===== src/rtl/morse_decoder.sv =====
// Morse key decoder: synchronizer, debouncer, unit timing, element FSM and table lookup.
// Optional word-gap space output is enabled by defining MORSE_WORD_GAP_EN.
module morse_decoder #(
  parameter int TICK_DIV   = 2500000,
  parameter int DEB_LEN    = 50000,
  parameter int DASH_UNITS = 2,
  parameter int CHAR_GAP   = 3
) (
  input  logic       clk,
  input  logic       reset,
  input  logic       key_in,
  output logic [4:0] code,
  output logic [2:0] width,
  output logic [5:0] dout,
  output logic       valid,
  output logic       err
);

  localparam int TW = (TICK_DIV > 1) ? $clog2(TICK_DIV) : 1;
  localparam int DW = (DEB_LEN > 1) ? $clog2(DEB_LEN) : 1;

`ifdef MORSE_WORD_GAP_EN
  localparam bit WORD_GAP = 1'b1;
`else
  localparam bit WORD_GAP = 1'b0;
`endif

  typedef enum logic [1:0] {IDLE, MARK, SPACE, EMIT} state_t;

  // ---------------------------------------------------------------
  // Key conditioning
  // ---------------------------------------------------------------
  logic          sync1_reg, sync2_reg;
  logic          deb_reg, deb_prev_reg;
  logic [DW-1:0] deb_cnt_reg;
  logic          deb_rise, deb_fall, deb_edge;

  always_ff @(posedge clk) begin
    if (!reset) begin
      sync1_reg    <= 1'b0;
      sync2_reg    <= 1'b0;
      deb_reg      <= 1'b0;
      deb_prev_reg <= 1'b0;
      deb_cnt_reg  <= '0;
    end else begin
      sync1_reg    <= key_in;
      sync2_reg    <= sync1_reg;
      deb_prev_reg <= deb_reg;
      // Level follows only after DEB_LEN consecutive cycles of disagreement
      if (sync2_reg == deb_reg) begin
        deb_cnt_reg <= '0;
      end else if (deb_cnt_reg == DW'(DEB_LEN - 1)) begin
        deb_reg     <= sync2_reg;
        deb_cnt_reg <= '0;
      end else begin
        deb_cnt_reg <= deb_cnt_reg + DW'(1);
      end
    end
  end

  assign deb_rise = deb_reg & ~deb_prev_reg;
  assign deb_fall = ~deb_reg & deb_prev_reg;
  assign deb_edge = deb_rise | deb_fall;

  // ---------------------------------------------------------------
  // Unit timing
  // ---------------------------------------------------------------
  logic [TW-1:0] tick_cnt_reg;
  logic [2:0]    unit_cnt_reg;
  logic          unit_tick, gap_tick, word_tick, is_dash;

  assign unit_tick = (tick_cnt_reg == TW'(TICK_DIV - 1));

  always_ff @(posedge clk) begin
    if (!reset) begin
      tick_cnt_reg <= '0;
      unit_cnt_reg <= 3'd0;
    end else if (deb_edge) begin
      tick_cnt_reg <= '0;
      unit_cnt_reg <= 3'd0;
    end else begin
      tick_cnt_reg <= unit_tick ? '0 : tick_cnt_reg + TW'(1);
      if (unit_tick && unit_cnt_reg != 3'd7)
        unit_cnt_reg <= unit_cnt_reg + 3'd1;
    end
  end

  // Ticks that make the unit count reach the character gap / word gap
  assign gap_tick  = unit_tick && (unit_cnt_reg == 3'(CHAR_GAP - 1));
  assign word_tick = unit_tick && (unit_cnt_reg == 3'd6);
  assign is_dash   = (unit_cnt_reg >= 3'(DASH_UNITS));

  // ---------------------------------------------------------------
  // Character lookup: {element count, pattern} -> character code
  // ---------------------------------------------------------------
  function automatic logic [5:0] lookup(input logic [2:0] w, input logic [4:0] c);
    logic [5:0] r;
    r = 6'd63;
    case ({w, c})
      {3'd5, 5'b11111}: r = 6'd0;
      {3'd5, 5'b11110}: r = 6'd1;
      {3'd5, 5'b11100}: r = 6'd2;
      {3'd5, 5'b11000}: r = 6'd3;
      {3'd5, 5'b10000}: r = 6'd4;
      {3'd5, 5'b00000}: r = 6'd5;
      {3'd5, 5'b00001}: r = 6'd6;
      {3'd5, 5'b00011}: r = 6'd7;
      {3'd5, 5'b00111}: r = 6'd8;
      {3'd5, 5'b01111}: r = 6'd9;
      {3'd2, 5'b00010}: r = 6'd10;  // A
      {3'd4, 5'b00001}: r = 6'd11;
      {3'd4, 5'b00101}: r = 6'd12;
      {3'd3, 5'b00001}: r = 6'd13;
      {3'd1, 5'b00000}: r = 6'd14;
      {3'd4, 5'b00100}: r = 6'd15;
      {3'd3, 5'b00011}: r = 6'd16;
      {3'd4, 5'b00000}: r = 6'd17;
      {3'd2, 5'b00000}: r = 6'd18;
      {3'd4, 5'b01110}: r = 6'd19;
      {3'd3, 5'b00101}: r = 6'd20;
      {3'd4, 5'b00010}: r = 6'd21;
      {3'd2, 5'b00011}: r = 6'd22;
      {3'd2, 5'b00001}: r = 6'd23;
      {3'd3, 5'b00111}: r = 6'd24;
      {3'd4, 5'b00110}: r = 6'd25;
      {3'd4, 5'b01011}: r = 6'd26;
      {3'd3, 5'b00010}: r = 6'd27;
      {3'd3, 5'b00000}: r = 6'd28;
      {3'd1, 5'b00001}: r = 6'd29;
      {3'd3, 5'b00100}: r = 6'd30;
      {3'd4, 5'b01000}: r = 6'd31;
      {3'd3, 5'b00110}: r = 6'd32;
      {3'd4, 5'b01001}: r = 6'd33;
      {3'd4, 5'b01101}: r = 6'd34;
      {3'd4, 5'b00011}: r = 6'd35;  // Z
      default:          r = 6'd63;
    endcase
    return r;
  endfunction

  // ---------------------------------------------------------------
  // Element buffer and control FSM
  // ---------------------------------------------------------------
  state_t     state_reg, state_next;
  logic [4:0] elem_reg, elem_next;
  logic [2:0] count_reg, count_next;
  logic       ovf_reg, ovf_next;
  logic       pend_reg, pend_next;
  logic       armed_reg, armed_next;
  logic [4:0] code_reg, code_next;
  logic [2:0] width_reg, width_next;
  logic [5:0] dout_reg, dout_next;
  logic       valid_reg, valid_next;
  logic       err_reg, err_next;
  logic       clear_buf, append;
  logic [5:0] match;

  genvar gi;
  generate
    for (gi = 0; gi < 5; gi++) begin : g_elem
      assign elem_next[gi] = clear_buf ? 1'b0 :
                             (append && count_reg == 3'(gi)) ? is_dash : elem_reg[gi];
    end
  endgenerate

  assign match = lookup(count_reg, elem_reg);

  always_comb begin
    state_next = state_reg;
    count_next = count_reg;
    ovf_next   = ovf_reg;
    pend_next  = pend_reg;
    armed_next = armed_reg;
    code_next  = code_reg;
    width_next = width_reg;
    dout_next  = dout_reg;
    valid_next = 1'b0;
    err_next   = 1'b0;
    clear_buf  = 1'b0;
    append     = 1'b0;
    case (state_reg)
      IDLE: begin
        if (deb_rise) begin
          state_next = MARK;
          clear_buf  = 1'b1;
          count_next = 3'd0;
          ovf_next   = 1'b0;
          armed_next = 1'b0;
        end else if (WORD_GAP && armed_reg && word_tick) begin
          armed_next = 1'b0;
          code_next  = 5'd0;
          width_next = 3'd0;
          dout_next  = 6'd36;
          valid_next = 1'b1;
        end
      end
      MARK: begin
        if (deb_fall) begin
          state_next = SPACE;
          if (count_reg == 3'd5) begin
            ovf_next = 1'b1;
          end else begin
            append     = 1'b1;
            count_next = count_reg + 3'd1;
          end
        end
      end
      SPACE: begin
        // The gap tick wins over a simultaneous press; the press is replayed after EMIT
        if (gap_tick) begin
          state_next = EMIT;
          pend_next  = deb_rise;
          armed_next = 1'b1;
          code_next  = elem_reg;
          width_next = count_reg;
          dout_next  = ovf_reg ? 6'd63 : match;
          err_next   = ovf_reg || (match == 6'd63);
          valid_next = 1'b1;
        end else if (deb_rise) begin
          state_next = MARK;
        end
      end
      EMIT: begin
        pend_next = 1'b0;
        if (pend_reg || deb_rise) begin
          state_next = MARK;
          clear_buf  = 1'b1;
          count_next = 3'd0;
          ovf_next   = 1'b0;
          armed_next = 1'b0;
        end else begin
          state_next = IDLE;
        end
      end
      default: state_next = IDLE;
    endcase
  end

  always_ff @(posedge clk) begin
    if (!reset) begin
      state_reg <= IDLE;
      elem_reg  <= 5'd0;
      count_reg <= 3'd0;
      ovf_reg   <= 1'b0;
      pend_reg  <= 1'b0;
      armed_reg <= 1'b0;
      code_reg  <= 5'd0;
      width_reg <= 3'd0;
      dout_reg  <= 6'd0;
      valid_reg <= 1'b0;
      err_reg   <= 1'b0;
    end else begin
      state_reg <= state_next;
      elem_reg  <= elem_next;
      count_reg <= count_next;
      ovf_reg   <= ovf_next;
      pend_reg  <= pend_next;
      armed_reg <= armed_next;
      code_reg  <= code_next;
      width_reg <= width_next;
      dout_reg  <= dout_next;
      valid_reg <= valid_next;
      err_reg   <= err_next;
    end
  end

  assign code  = code_reg;
  assign width = width_reg;
  assign dout  = dout_reg;
  assign valid = valid_reg;
  assign err   = err_reg;

endmodule


===== config.mk =====
export PLATFORM = sky130hd
export DESIGN_NAME = morse_decoder
export DESIGN_NICKNAME = d
export VERILOG_FILES = /design/src/rtl/morse_decoder.sv
export SDC_FILE = /design/constraint.sdc
export NUM_CORES = 1
export LEC_CHECK = 0
export CAP_MARGIN = 20
export CORE_ASPECT_RATIO = 0.9
export CORE_MARGIN = 4
export CORE_UTILIZATION = 55
export CTS_CLUSTER_DIAMETER = 120
export DETAILED_ROUTE_END_ITERATION = 10
export GPL_ROUTABILITY_DRIVEN = 0
export PLACE_DENSITY = 0.86
export SLEW_MARGIN = 20
export SYNTH_ARGS = -nofsm -noshare
export SYNTH_HDL_FRONTEND = slang
export SYNTH_SLANG_ARGS = --single-unit

===== constraint.sdc =====
create_clock -name clk -period 2 [get_ports clk]
set_input_delay 0.4 -clock clk [delete_from_list [all_inputs] [get_ports clk]]
set_output_delay 0.4 -clock clk [all_outputs]
set_load 0.02 [all_outputs]

==> out/results.ini <==
[power_and_ir_drop]
power_frac_clock_pct=40.0
intPower_mw=2.00
ir_worst_vdd_mv=0.452
power_mw=2.61
combPwrFrac_pct=3.7
leakage_nw=1.86
power.density_nw_per_um2=514
seqPwrFrac_pct=56.3
p_sw_mw=0.614
swShare_pct=23.5

[detailed_routing]
dr_total_vias=3895
drtPass1Iterations=7
drc=0
drt_iter0_drc=373
viasPerCell=5.99
wl_um=10600
wl_per_cell_um=16.4
ant_nets=0

[finish]
largest_register_ffs=22
nFillCells=490
final_area_um2=5070
drive_above_1_share_pct=22.1
finalNetCount=572
diodes=0
syn2layout_area_growth_pct=26.4
fin_util_pct=71.7

[cts]
h-tree-depth=3
cts_hold_buf=0
numCtsBuffers=9
clock-sinks=73
cts_tree=done
clkTransAtPathRegs_ns=0.08
clockBufferDepth=2
cts_root_buf=clkbuf_8
clk_latency_ns=0.34

[yosys]
yosys.area.top_type=dfxtp_1
synth_warnings=0
syn_area_per_cell_um2=8.38
synth_top_cell_area_share_pct=36.4
synthesis.area_um2=4010
ys_types=60
synthFlopType=dfxtp_1
syn_nets=499
synth-seq-cells=73
syn_inst=479
synth_seq_area_share_pct=36.4
synthArstFlopShare_pct=0
synth_edf_count=0
ys_top_cells_by_area=dfxtp_1, nor2_1, ha_1, xnor2_1, xor2_1

[floorplan]
start_util_pct=56.7
rows=29
core_area_um2=7080
die_h_um=89.0
ios=19
die_area_um2=8730
die_w_um=98.0

[place]
place_area_um2=4700
pre_cts_ws_ns=-0.0273
io_buffers=18
dpl.hpwl_um=7210

[sta]
worst_slew_pin_slew_ns=0.674
drv_slew=0
report.final.hold_viol_count=0
fin_crit_sh_pct=99.8
tns_ns=0
max_freq_ghz=0.501
setup_slack_ns=0.00365
setup_viol=0
period_needed_ns=2.00
maxSlewHeadroom_pct=54.7
final.setup_skew_ns=0.00848

[critical_path]
cp.arrival_ns=2.22
worst_setup_path_start_kind=flip-flop
cp_max_fo=11
cp-end-kind=flip-flop
setup.worst_path.class=reg -> reg
crit_required_ns=2.22

[global_route]
grt_pass1_wl_um=16600
grtUsageTotal_pct=23.0
grt_start_max_net_pins=23
antenna_found_initial=0
grt_pass1_vias=3635
grt_remaining_overflow=0

[flow_run]
cap_violations=0

[status]
status=complete, no violations

[worst_hold_path]
hp-class=reg -> reg

## what timing repair did
| item | in CTS | in global routing |
|---|---|---|
| resized for setup | 4 | 32 |
| endpoints found under the setup margin | 8 | 21 |
| pin swaps | 1 | 3 |
| endpoints found under the hold margin | 0 | 0 |
| cloned | 0 | 2 |
| setup buffers | 0 | 2 |
## stage by stage
step	hold WS (ns)	cells
floorplan	0.412	479
global placement	0.413	630
detailed placement	0.420	630
CTS	0.438	646
global route	0.446	650
finish	0.431	650
## power groups by stage
stage	logic, mW	registers, mW	clock network, mW
CTS	0.0892	1.47	1.07
finish	0.0966	1.47	1.04
global placement	0.0843	1.50	0
floorplan	0.0573	1.50	0
global route	0.106	1.47	1.14
detailed placement	0.0888	1.50	0
## area by class of cell
type                            count  area [um2]  share of cell area (%)
Tap cell                           93         116                    2.29
Clock inverter                      5        40.0                   0.789
Clock buffer                       11         141                    2.79
Multi-Input combinational cell    360        2430                    47.9
Inverter                           21        78.8                    1.55
Sequential cell                    73        1480                    29.1
Timing Repair Buffer               87         790                    15.6
## metal layers
metal / up-vias / wire [um] / global-route usage [%] / part of all wire, %
li1: 1833 / - / - / -
met1: 1814 / 4350 / 28.2 / 41
met2: 198 / 5210 / 40.0 / 49
met3: 50 / 757 / 4.45 / 7.1
met4: 0 / 322 / 10.1 / 3.0
met5: - / 0 / 0 / 0
## kinds of logic (layout without fill, tap and decap cells)
logic type	after synthesis	in the layout	synth area share, %
DFF	73	73	36.4
buffers and inverters	46	124	5.52
muxes	11	11	2.78
and+or+nand+nor	213	213	28.3
AOI/OAI and AO/OA	80	80	13.2
adders and majority gates	17	17	5.30
xor gates and xnor gates	39	39	8.51
## critical path, cell delays in order (launching register included)
cell and delay (ns):
dfxtp_2 0.43, buf_4 0.22, buf_4 0.14, nand2_1 0.05
nor4_1 0.42, a22oi_1 0.18, and3_1 0.22, nand3_2 0.12
a31oi_1 0.10
## Yosys cell counts, types with 2 or more instances
library cell	instances
nor2_1	73
ha_1	17
inv_1	20
nor4b_1	4
a22oi_1	3
nor3_1	10
a22o_1	2
nand3_1	22
a41oi_1	2
nand2_1	23
a211oi_1	2
buf_2	6
o22ai_1	2
nand2b_1	6
nor4bb_1	4
o21ai_0	22
nor3b_1	2
dfxtp_1	73
or3_1	4
nor2b_1	20
and3_1	5
mux2i_1	10
a311oi_1	5
buf_1	3
xor2_1	18
nand4_1	9
nand4b_1	4
and2_1	6
o21a_1	2
a21boi_0	3
or4_1	2
nor4_1	8
a31oi_1	7
a31o_2	2
nand3b_1	2
buf_6	4
clkbuf_1	10
a32oi_1	3
xnor2_1	21
and4_1	3
a21oi_1	15
or2_2	2
## cells in the final DEF, fill, tap and decap left out, drive strengths merged, types with 5 or more instances in the layout
| master | Yosys | routed |
|---|---|---|
| clkbuf | 12 | 13 |
| mux2i | 10 | 10 |
| nor2b | 20 | 20 |
| buf | 13 | 67 |
| inv | 20 | 21 |
| nand2b | 6 | 6 |
| a31oi | 7 | 7 |
| xor2 | 18 | 18 |
| o21ai | 23 | 23 |
| and3 | 5 | 5 |
| a311oi | 5 | 5 |
| ha | 17 | 17 |
| nor3 | 11 | 11 |
| dfxtp | 73 | 73 |
| nor4 | 9 | 9 |
| clkdlybuf4s50 | 0 | 18 |
| nand4 | 9 | 9 |
| nand2 | 23 | 23 |
| a21oi | 15 | 15 |
| nor2 | 73 | 73 |
| nand3 | 22 | 22 |
| xnor2 | 21 | 21 |
| and2 | 6 | 6 |
## worst paths after layout
check	endpoint	depth (start not counted)	slack, ns	startpoint
worst max-delay path	dout[5]$_SDFFE_PN0P_	8	0.004	elem_reg[0]$_SDFFE_PP0P_
worst min-delay path	sync2_reg$_SDFF_PN0_	1	0.43	sync1_reg$_SDFF_PN0_
worst max register to register	dout[5]$_SDFFE_PN0P_	8	0.004	elem_reg[0]$_SDFFE_PP0P_
worst min register to register	sync2_reg$_SDFF_PN0_	1	0.43	sync1_reg$_SDFF_PN0_
Power figures use the tool's default switching activity.
